$ cat src/rtl/clock_ctrl_if.sv
// Control and status signals exchanged between the board-level logic and the
// CPU clock controller. The controller itself is the slave side.
interface clock_ctrl_if #(
   parameter int CNT_W = 24
);
   logic [CNT_W-1:0] divider;
   logic             mode;
   logic             step_btn;
   logic             halt;
   logic             slowClk;
   logic             clkRise;
   logic             clkFall;
   logic             halted;

   modport master (
      output divider, mode, step_btn, halt,
      input  slowClk, clkRise, clkFall, halted
   );

   modport slave (
      input  divider, mode, step_btn, halt,
      output slowClk, clkRise, clkFall, halted
   );
endinterface

$ cat src/rtl/clock_ctrl.sv
// CPU clock controller: derives slowClk from fastClk with a programmable
// half-period. It runs free in auto mode, or advances one cycle per debounced
// pushbutton press in manual mode. halt parks the clock in its low phase.
module clock_ctrl #(
   parameter int CNT_W      = 24,
   parameter int DEB_CYCLES = 12000,
   parameter int DEB_W      = 16
) (
   input  logic         fastClk,
   input  logic         rst_n,
   clock_ctrl_if.slave  bus
);

   typedef enum logic {
      LOW  = 1'b0,
      HIGH = 1'b1
   } clkState_t;

   localparam logic [DEB_W-1:0] DEB_LAST = DEB_W'(DEB_CYCLES - 1);

   logic             btnMeta;
   logic             btnS;
   logic             btnD;
   logic             btnDQ;
   logic [DEB_W-1:0] dCnt;
   logic             stepReq;

   clkState_t        state;
   clkState_t        stateNext;
   logic [CNT_W-1:0] cnt;
   logic [CNT_W-1:0] cntNext;
   logic [CNT_W-1:0] cntInc;
   logic             modeQ;
   logic             slowReg;
   logic             riseReg;
   logic             fallReg;

   // Two-flop synchroniser bringing the raw pushbutton into the fastClk domain.
   always_ff @(posedge fastClk or negedge rst_n) begin
      // NOTE: flops use non-blocking assignments so every register samples pre-edge values.
      if (!rst_n) begin
         btnMeta <= 1'b0;
         btnS    <= 1'b0;
      end else begin
         btnMeta <= bus.step_btn;
         btnS    <= btnMeta;
      end
   end

   // Debouncer: accept a new level only after DEB_CYCLES consecutive differing samples.
   always_ff @(posedge fastClk or negedge rst_n) begin
      if (!rst_n) begin
         btnD  <= 1'b0;
         btnDQ <= 1'b0;
         dCnt  <= '0;
      end else begin
         btnDQ <= btnD;
         if (btnS == btnD) begin
            dCnt <= '0;
         end else if (dCnt == DEB_LAST) begin
            btnD <= btnS;
            dCnt <= '0;
         end else begin
            dCnt <= dCnt + DEB_W'(1);
         end
      end
   end

   // A press is the single cycle in which the debounced level rises.
   assign stepReq = btnD & ~btnDQ;

   // Phase counter saturates instead of wrapping, so a huge divider never aliases.
   assign cntInc = (cnt == '1) ? cnt : cnt + CNT_W'(1);

   // Next-state and phase-counter logic for the two-phase clock FSM.
   always_comb begin
      // NOTE: defaults are assigned first so every path drives both outputs and no latch is inferred.
      stateNext = state;
      cntNext   = cnt;
      unique case (state)
         LOW: begin
            if (bus.halt) begin
               cntNext = '0;
            end else if (bus.mode != modeQ) begin
               // A mode switch restarts the low phase from a clean count.
               cntNext = '0;
            end else if (!bus.mode) begin
               if (cnt >= bus.divider) begin
                  stateNext = HIGH;
                  cntNext   = '0;
               end else begin
                  cntNext = cntInc;
               end
            end else begin
               cntNext = '0;
               if (stepReq) begin
                  stateNext = HIGH;
               end
            end
         end
         HIGH: begin
            // The high phase always runs to completion; halt and mode are ignored here.
            if (cnt >= bus.divider) begin
               stateNext = LOW;
               cntNext   = '0;
            end else begin
               cntNext = cntInc;
            end
         end
      endcase
   end

   // State, counter and registered clock outputs with their edge strobes.
   always_ff @(posedge fastClk or negedge rst_n) begin
      if (!rst_n) begin
         state   <= LOW;
         cnt     <= '0;
         modeQ   <= 1'b0;
         slowReg <= 1'b0;
         riseReg <= 1'b0;
         fallReg <= 1'b0;
      end else begin
         state   <= stateNext;
         cnt     <= cntNext;
         modeQ   <= bus.mode;
         slowReg <= (stateNext == HIGH);
         riseReg <= (state == LOW)  && (stateNext == HIGH);
         fallReg <= (state == HIGH) && (stateNext == LOW);
      end
   end

   assign bus.slowClk = slowReg;
   assign bus.clkRise = riseReg;
   assign bus.clkFall = fallReg;
   assign bus.halted  = (state == LOW) & bus.halt;

endmodule

$ cat src/flat_wrapper.sv
// flat-port wrapper written by rule: the top's interface ports become plain ports
module clock_ctrl_flat 
#(
   parameter int CNT_W      = 24,
   parameter int DEB_CYCLES = 12000,
   parameter int DEB_W      = 16
)
  (fastClk, rst_n, bus_divider, bus_mode, bus_step_btn, bus_halt, bus_slowClk, bus_clkRise, bus_clkFall, bus_halted);
  clock_ctrl_if #(.CNT_W(CNT_W)) bus_i ();
  input  logic fastClk;
  input  logic rst_n;
  input wire logic [$bits(bus_i.divider)-1:0] bus_divider;
  input wire logic [$bits(bus_i.mode)-1:0] bus_mode;
  input wire logic [$bits(bus_i.step_btn)-1:0] bus_step_btn;
  input wire logic [$bits(bus_i.halt)-1:0] bus_halt;
  output wire logic [$bits(bus_i.slowClk)-1:0] bus_slowClk;
  output wire logic [$bits(bus_i.clkRise)-1:0] bus_clkRise;
  output wire logic [$bits(bus_i.clkFall)-1:0] bus_clkFall;
  output wire logic [$bits(bus_i.halted)-1:0] bus_halted;
  assign bus_i.divider = bus_divider;
  assign bus_i.mode = bus_mode;
  assign bus_i.step_btn = bus_step_btn;
  assign bus_i.halt = bus_halt;
  assign bus_slowClk = bus_i.slowClk;
  assign bus_clkRise = bus_i.clkRise;
  assign bus_clkFall = bus_i.clkFall;
  assign bus_halted = bus_i.halted;
  clock_ctrl #(.CNT_W(CNT_W), .DEB_CYCLES(DEB_CYCLES), .DEB_W(DEB_W)) u_core (.fastClk(fastClk), .rst_n(rst_n), .bus(bus_i));
endmodule
$ cat config.mk
export PLATFORM = sky130hd
export DESIGN_NAME = clock_ctrl_flat
export DESIGN_NICKNAME = d
export VERILOG_FILES = /design/src/rtl/clock_ctrl_if.sv /design/src/rtl/clock_ctrl.sv /design/src/flat_wrapper.sv
export SDC_FILE = /design/constraint.sdc
export NUM_CORES = 1
export LEC_CHECK = 0
export CAP_MARGIN = 20
export CORE_ASPECT_RATIO = 2
export CORE_MARGIN = 3
export CORE_UTILIZATION = 56
export DETAILED_ROUTE_END_ITERATION = 6
export GPL_ROUTABILITY_DRIVEN = 1
export MAX_ROUTING_LAYER = met4
export PLACE_DENSITY = 0.8
export SYNTH_ARGS = -nofsm -noshare
export SYNTH_HDL_FRONTEND = slang
export SYNTH_SLANG_ARGS = --single-unit
$ cat constraint.sdc
create_clock -name fastClk -period 2.8 [get_ports fastClk]
set_input_delay 0.28 -clock fastClk [delete_from_list [all_inputs] [get_ports fastClk]]
set_output_delay 0.28 -clock fastClk [all_outputs]
set_load 0.01 [all_outputs]
==> results.py <==
metrics = {
    "status": {
        "status": "complete, no violations",
    },
    "finish": {
        "antenna_cells": 0,
        "fillers": 402,
        "layout_common_cells": "48 x dfrtp_1, 42 x nor2_1, 31 x clkdlybuf4s50_1",
        "drive_gt1_frac": 0.0819,
        "final_util": 0.694,
        "area_delta_synth_final_pct": 18.3,
        "nets": 408,
        "final_common_cell": "dfrtp_1",
        "final_area_um2": 3440,
    },
    "synthesis": {
        "yosys_warnings": 0,
        "synthesis.area_um2": 2910,
        "postSynthCellCount": 316,
        "synth_nets": 371,
        "synth_edf_count": 0,
        "synth_flop_cell": "dfrtp_1",
        "syn_area_per_cell_um2": 9.20,
        "synth_cell_type_count": 42,
        "async_flop_share": 1.00,
        "synth_top_area_frac": 0.413,
        "ys_top_cells_by_area": "dfrtp_1 41%, ha_1 11%, xor2_1 7.5%",
        "ys_ff_latch": 48,
        "synth_seq_area_share": 0.413,
        "yosys.area.top_type": "dfrtp_1",
    },
    "sta": {
        "relSlewSlack": 0.560,
        "finalCritPeriodShare": 0.926,
        "hold_viol": 0,
        "finalSetupViolCount": 0,
        "rsz0062_at_grt": "no",
        "worstMarginPinSlew_ps": 656,
        "period_minus_slack_ps": 2590,
        "fin_setup_tns_ps": 0,
        "fin_skew_ps": 7.89,
        "setup_ws_ps": 208,
        "finalMaxSlewViolations": 0,
        "max_freq_mhz": 386,
    },
    "clocking": {
        "cts.path.max_buffers": 2,
        "clk_latency_ps": 300,
        "cts_buffers": 5,
        "clockRootBuffer": "clkbuf_8",
        "htreeDepth": 2,
        "clk_pin_slew_ps": 90,
        "cts_sinks": 48,
        "cts_setup_buffers": 0,
        "cts_tree": "built",
    },
    "drt": {
        "ant_nets": 0,
        "routed_wl_um": 5850,
        "drc": 0,
        "wl_per_cell_um": 14.2,
        "dr.first_iter.drc_count": 52,
        "vias": 2297,
        "firstDrtPassIters": 4,
        "viasPerCell": 5.59,
    },
    "setup_path": {
        "required_ps": 3000,
        "crit_type": "reg2reg",
        "worstPathArrival_ps": 2800,
        "crit_path_end_kind": "flop",
        "cp-start-kind": "flop",
        "cp_max_fo": 24,
    },
    "global_routing": {
        "antenna_found_initial": 0,
        "grt_first_pass_wirelength_um": 10000,
        "grt_max_degree": 49,
        "overflow": 0,
        "grt_pass1_vias": 2348,
        "gr-usage-all-layers": 0.214,
    },
    "floorplan": {
        "fp.dieArea_um2": 6140,
        "fp-row-count": 36,
        "die_w_um": 56.9,
        "io_pins": 33,
        "die_y_um": 108,
        "fp.coreArea_um2": 4950,
        "start_util": 0.587,
    },
    "power": {
        "power_mw": 1.37,
        "leakage_nw": 1.62,
        "peakVddDrop_mv": 0.551,
        "power-per-cell-area_nw_per_um2": 398,
    },
    "worst_hold_path": {
        "min_path_type": "reg2reg",
    },
    "placement": {
        "dp_hpwl_um": 4500,
        "placed_cell_area_um2": 3280,
        "gp_congestion": 0.815,
        "place_ws_ps": -122,
        "port_buffers": 32,
    },
    "flow_run": {
        "max-cap-violations": 0,
    },
}
==> registers in the layout (all words and copies together) (netlist names) <==
| signal | cells |
|---|---|
| u_core.cnt | 24 |
| u_core.dCnt | 16 |
| u_core.btnD | 1 |
| u_core.btnDQ | 1 |
| u_core.btnMeta | 1 |
| u_core.btnS | 1 |
| u_core.bus.clkFall | 1 |
| u_core.bus.clkRise | 1 |
| u_core.modeQ | 1 |
| u_core.state | 1 |
==> synth_stat cells (all sizes together) (2+ instances only) <==
| cell | instances |
|---|---|
| and4 | 3 |
| xnor2 | 8 |
| mux2i | 3 |
| nand3 | 27 |
| a21oi | 11 |
| clkbuf | 6 |
| a211oi | 2 |
| nand4 | 6 |
| ha | 26 |
| and2 | 3 |
| and3 | 9 |
| inv | 26 |
| nor2b | 2 |
| nor2 | 52 |
| nand4b | 2 |
| buf | 4 |
| xor2 | 25 |
| o21a | 2 |
| o21ai | 6 |
| dfrtp | 48 |
| or4 | 2 |
| nand2 | 23 |
| nor3 | 5 |
==> worst max-delay path, stage by stage (launching register included) <==
cell and delay (ps):
dfrtp_1 420, inv_1 60, ha_1 260, nand2b_1 140
a2111oi_1 520, o32a_1 270, a21oi_2 70, or3_1 390
buf_12 180, a311oi_1 190
==> area by class of cell <==
class / count / area [um2] / area share
clock buffer: 7 / 96.3 / 0.0280
clock inverter: 1 / 30.0 / 0.00873
inverter: 26 / 97.6 / 0.0284
multi-input combinational: 232 / 1540 / 0.448
sequential: 48 / 1200 / 0.349
tap: 57 / 71.3 / 0.0207
timing repair buffer: 40 / 403 / 0.117
==> where the power goes <==
group	internal, mW	total [mW]	switching [mW]
Combinational	0.0654	0.123	0.0572
Sequential	0.700	0.706	0.00670
Clock	0.315	0.540	0.225
Total	1.08	1.37	0.289
==> through the flow <==
step	hold slack, ps	instances
floorplan	-15.6	316
global placement	335	401
detailed placement	338	401
CTS	202	409
global route	359	411
finish	353	411
==> path summary, 6_finish.rpt <==
path	slack, ps	to	cells past startpoint	startpoint
worst max-delay path	210	u_core.cnt[8]	9	u_core.cnt[0]
worst min-delay path	350	u_core.btnS	0	u_core.btnMeta
worst max register to register	210	u_core.cnt[8]	9	u_core.cnt[0]
worst min register to register	350	u_core.btnS	0	u_core.btnMeta
max in group asynchronous	1890	u_core.dCnt[10]	3	rst_n
min in group asynchronous	410	u_core.cnt[0]	2	rst_n
==> per-layer routing <==
layer | up-vias | share of wire | GRT usage
li1 | 1143 | - | -
met1 | 1093 | 0.37 | 0.214
met2 | 41 | 0.56 | 0.392
met3 | 20 | 0.027 | 0.0276
met4 | 0 | 0.045 | 0.108
met5 | - | 0 | -
==> cells by family after synthesis <==
kind of cell / count (synthesis) / share of synthesized area
buffers and inverters: 36 / 0.0577
muxes: 4 / 0.0142
adders and majority gates: 26 / 0.112
xor gates and xnor gates: 33 / 0.0994
DFF: 48 / 0.413
and+or+nand+nor: 140 / 0.238
AOI/OAI and AO/OA: 29 / 0.0650
==> what timing repair did <==
action	4_1_cts	5_1_grt
resized for setup	0	1
hold endpoints to repair	0	15
hold buffers	0	1
setup endpoints to repair	0	2
Power figures use the tool's default switching activity.
